## src/rtl/alu_wb_regfile.sv

```systemverilog
// 32x32 register file for ALU write-back with two combinational read ports,
// optional write-to-read forwarding and an optional ALU status-flag register.
module alu_wb_regfile #(
  parameter bit BYPASS  = 1'b1,
  parameter bit FLAG_EN = 1'b1
) (
  input  logic        clk,
  input  logic        rst,
  input  logic        we,
  input  logic [4:0]  waddr,
  input  logic [31:0] wdata,
  input  logic [4:0]  raddr1,
  input  logic [4:0]  raddr2,
  output logic [31:0] rdata1,
  output logic [31:0] rdata2,
  input  logic        flag_we,
  input  logic [3:0]  flags_in,
  output logic [3:0]  flags_q
);

  localparam int unsigned DW   = 32;
  localparam int unsigned AW   = 5;
  localparam int unsigned NREG = 32;
  localparam int unsigned FW   = 4;

  logic [DW-1:0] regs [NREG];
  logic          wr_en;

  // Index 0 is hardwired, so it is never a legal write or forwarding target.
  assign wr_en = we && (waddr != AW'(0));

  always_ff @(posedge clk or posedge rst) begin
    if (rst) begin
      for (int i = 0; i < int'(NREG); i++) begin
        regs[i] <= '0;
      end
    end else if (wr_en) begin
      regs[waddr] <= wdata;
    end
  end

  // Reset gates the read ports directly so they read 0 without a clock edge.
  always_comb begin
    rdata1 = '0;
    if (!rst && (raddr1 != AW'(0))) begin
      if (BYPASS && wr_en && (waddr == raddr1)) begin
        rdata1 = wdata;
      end else begin
        rdata1 = regs[raddr1];
      end
    end
  end

  always_comb begin
    rdata2 = '0;
    if (!rst && (raddr2 != AW'(0))) begin
      if (BYPASS && wr_en && (waddr == raddr2)) begin
        rdata2 = wdata;
      end else begin
        rdata2 = regs[raddr2];
      end
    end
  end

  generate
    if (FLAG_EN) begin : g_flags
      always_ff @(posedge clk or posedge rst) begin
        if (rst) begin
          flags_q <= '0;
        end else if (flag_we) begin
          flags_q <= flags_in;
        end
      end
    end else begin : g_no_flags
      assign flags_q = FW'(0);
    end
  endgenerate

endmodule

```

## config.mk

```make
export PLATFORM = sky130hd
export DESIGN_NAME = alu_wb_regfile
export DESIGN_NICKNAME = d
export VERILOG_FILES = /design/src/rtl/alu_wb_regfile.sv
export SDC_FILE = /design/constraint.sdc
export NUM_CORES = 2
export LEC_CHECK = 0
export CAP_MARGIN = 0
export CELL_PAD_IN_SITES_DETAIL_PLACEMENT = 1
export CELL_PAD_IN_SITES_GLOBAL_PLACEMENT = 1
export CORE_MARGIN = 3
export CORE_UTILIZATION = 28
export CTS_CLUSTER_DIAMETER = 150
export DETAILED_ROUTE_END_ITERATION = 7
export GPL_ROUTABILITY_DRIVEN = 0
export GPL_TIMING_DRIVEN = 1
export PLACE_DENSITY = 0.6
export SETUP_SLACK_MARGIN = 0.5
export SLEW_MARGIN = 25
export SYNTH_ARGS = -nofsm -noshare
export SYNTH_HDL_FRONTEND = slang
export SYNTH_SLANG_ARGS = --single-unit
```

## constraint.sdc

```tcl
create_clock -name clk -period 88.7 [get_ports clk]
set_input_delay 26.61 -clock clk [delete_from_list [all_inputs] [get_ports clk]]
set_output_delay 26.61 -clock clk [all_outputs]
set_load 0.01 [all_outputs]
```

==> flow_summary.json <==
{
  "clk_latency_ns": 0.75,
  "drtAntennaViolNets": 0,
  "firstDrtPassIters": 7,
  "wl_per_cell_um": 31.5,
  "synth_cells": 3799,
  "layout_common_cells": "dfrtp_1, mux2_2, mux4_2",
  "ctsHoldBuffers": 0,
  "postSynthRegisterBits": 1028,
  "syn2layout_area_growth_pct": 13.8,
  "relSlewSlack_pct": 23.6,
  "synth.distinct_cells": 43,
  "syn_nets": 3854,
  "drc": 0,
  "final_common_cell": "dfrtp_1",
  "place_area_um2": 58800,
  "cp.required_ns": 62.09,
  "crit_type": "in2out",
  "cts_buffer_depth": 3,
  "startpoint_type": "input port",
  "status": "complete, no violations",
  "port_buffers": 122,
  "period_needed_ns": 57.99,
  "worstHoldPathType": "reg2reg",
  "cts_buffers": 109,
  "drv_slew": 0,
  "synth.avg_cell_area_um2": 14.5,
  "core_area_um2": 195000,
  "drt_iter0_markers": 2619,
  "peakVddDrop_mv": 0.0164,
  "syn_area_um2": 55000,
  "post_cts_resized": 0,
  "dp_hpwl_mm": 110,
  "finalInstanceArea_um2": 62600,
  "nets": 3749,
  "die_area_um2": 202000,
  "initial_core_util_pct": 28.2,
  "endpoint_kind": "output port",
  "synth_flop_cell": "dfrtp_1",
  "row_count": 162,
  "cts.sinks": 1028,
  "antenna_found_initial": 14,
  "rr_endpoint": "regs[369]",
  "min_to": "regs[1007]",
  "grt_usage_pct": 19.6,
  "leakagePower_nw": 26.8,
  "synthArstFlopShare_pct": 100,
  "max_cap_viol_count": 0,
  "tritoncts": "done",
  "arrival_ns": 31.38,
  "finalCritPeriodShare_pct": 65.4,
  "grt_overflow": 0,
  "synth_edf_count": 0,
  "fin_tns_setup_ns": 0,
  "r2r_slack_ns": 87.87,
  "cts.clk_slew.worst_paths_ns": 0.06,
  "seq_area_frac_synth_pct": 46.8,
  "finClkSkew_ns": 0,
  "tightest_slew_ns": 1.15,
  "utilization_pct": 32.1,
  "cts_root_buffer": "clkbuf_16",
  "io_pins": 123,
  "min_from": "regs[1007]",
  "worstPathMaxFanout": 102,
  "reg2reg_depth": 1,
  "wirelength_mm": 202,
  "min_delay_path_depth": 0,
  "setup_viol_count_final": 0,
  "via_per_inst": 5.60,
  "grt_max_degree": 110,
  "yosys_warnings": 0,
  "cts_setup_buffers": 0,
  "rsz0062_at_grt": "no",
  "h-tree-depth": 3,
  "powerDensity_nw_per_um2": 22.2,
  "final-hold-violation-count": 0,
  "drive_gt1_share_pct": 45.6,
  "r2r_start": "regs[369]",
  "die_h_um": 449,
  "grt_pass1_vias": 38300,
  "max_freq_mhz": 17.2,
  "grt_pass1_wl_mm": 290,
  "die_x_um": 449,
  "vias": 35900
}
==> Yosys cell counts, types with 2 or more instances <==
master	count	area (um2)
and2_1	2	12.5
nor2b_1	34	213
nand4_1	3	18.8
inv_1	5	18.8
nor2_1	17	63.8
nor3b_1	2	15.0
buf_4	10	75.1
dfrtp_1	1028	25700
buf_6	3	33.8
nand3_1	5	25.0
nand3b_1	4	30.0
a221oi_1	64	561
buf_1	57	214
mux2i_1	318	3180
a211o_1	32	280
nor3_1	5	25.0
a22oi_1	64	480
xnor2_1	10	87.6
a21oi_1	66	330
nand2_1	50	188
o22ai_1	31	194
nand4b_1	2	17.5
a32o_1	32	320
o221ai_1	32	280
mux4_2	385	8670
mux2_1	6	67.6
o21ai_0	31	155
buf_2	96	480
a211oi_1	95	713
clkbuf_1	277	1040
o21bai_1	32	240
mux2_2	990	11100
==> flip-flops by register name (all words and copies together) (netlist names) <==
register and flops:
flags_q 4, regs 1024
==> where the power goes <==
| part | switching (mW) | leakage, nW | internal, mW |
|---|---|---|---|
| logic | 0.115 | 11.7 | 0.158 |
| clock network | 0.205 | 1.87 | 0.285 |
| registers | 0.0678 | 13.2 | 0.557 |
| total | 0.387 | 26.8 | 1.00 |
==> worst max-delay path by stage <==
stage	from	end	slack, ns	cells past startpoint
after global placement	raddr2[0]	rdata2[23]	30.67	10
after detailed placement	raddr2[0]	rdata2[23]	30.65	10
after global routing	raddr2[0]	rdata2[23]	30.45	10
final	raddr2[0]	rdata2[23]	30.71	10
after CTS	raddr2[0]	rdata2[23]	30.64	10
after floorplan	rst	rdata2[0]	9.68	5
==> cell type report <==
cell class / count / area, um2
inverter: 5 / 26.3
antenna: 5 / 12.5
clock buffer: 161 / 3240
tap: 2624 / 3280
timing repair buffer: 227 / 2040
multi-input combinational: 2323 / 27700
sequential: 1028 / 25700
clock inverter: 35 / 522
fill: 20200 / 133000
==> kinds of logic after synthesis <==
| group | synth area share, % |
|---|---|
| buf+inv | 3.38 |
| compound gates | 6.55 |
| xor+xnor | 0.159 |
| flops | 46.8 |
| mux | 41.9 |
| simple gates | 1.22 |
==> stage by stage <==
step           hold slack, ns  instances  worst slack [ns]  power (mW)
3_3_place_gp            0.377       6206             30.67       0.893
5_1_grt                 0.411       6408             30.45        1.45
6_report                0.391       6408             30.71        1.39
4_1_cts                 0.397       6402             30.64        1.40
2_1_floorplan           0.441       3799              9.68       0.820
3_5_place_dp            0.384       6206             30.65       0.904
==> layer usage <==
metal,global-route usage [%],wire (um),up-vias,share of wire [%]
li1,-,-,14600,-
met1,24.4,82900,19900,41
met2,34.2,101000,1039,50
met3,2.15,8180,371,4.1
met4,8.71,9110,0,4.5
met5,0,0,-,0
==> worst max-delay path, cell delays in order <==
cell and delay, ns:
buf_8 0.30, buf_4 0.79, buf_12 0.67, buf_4 0.82, mux4_2 0.60, nor2b_1 0.15, a211oi_1 0.26, a211oi_1 0.08
a211o_1 0.32, clkdlybuf4s50_1 0.51
Note: power is estimated with default switching activity, not from simulation.
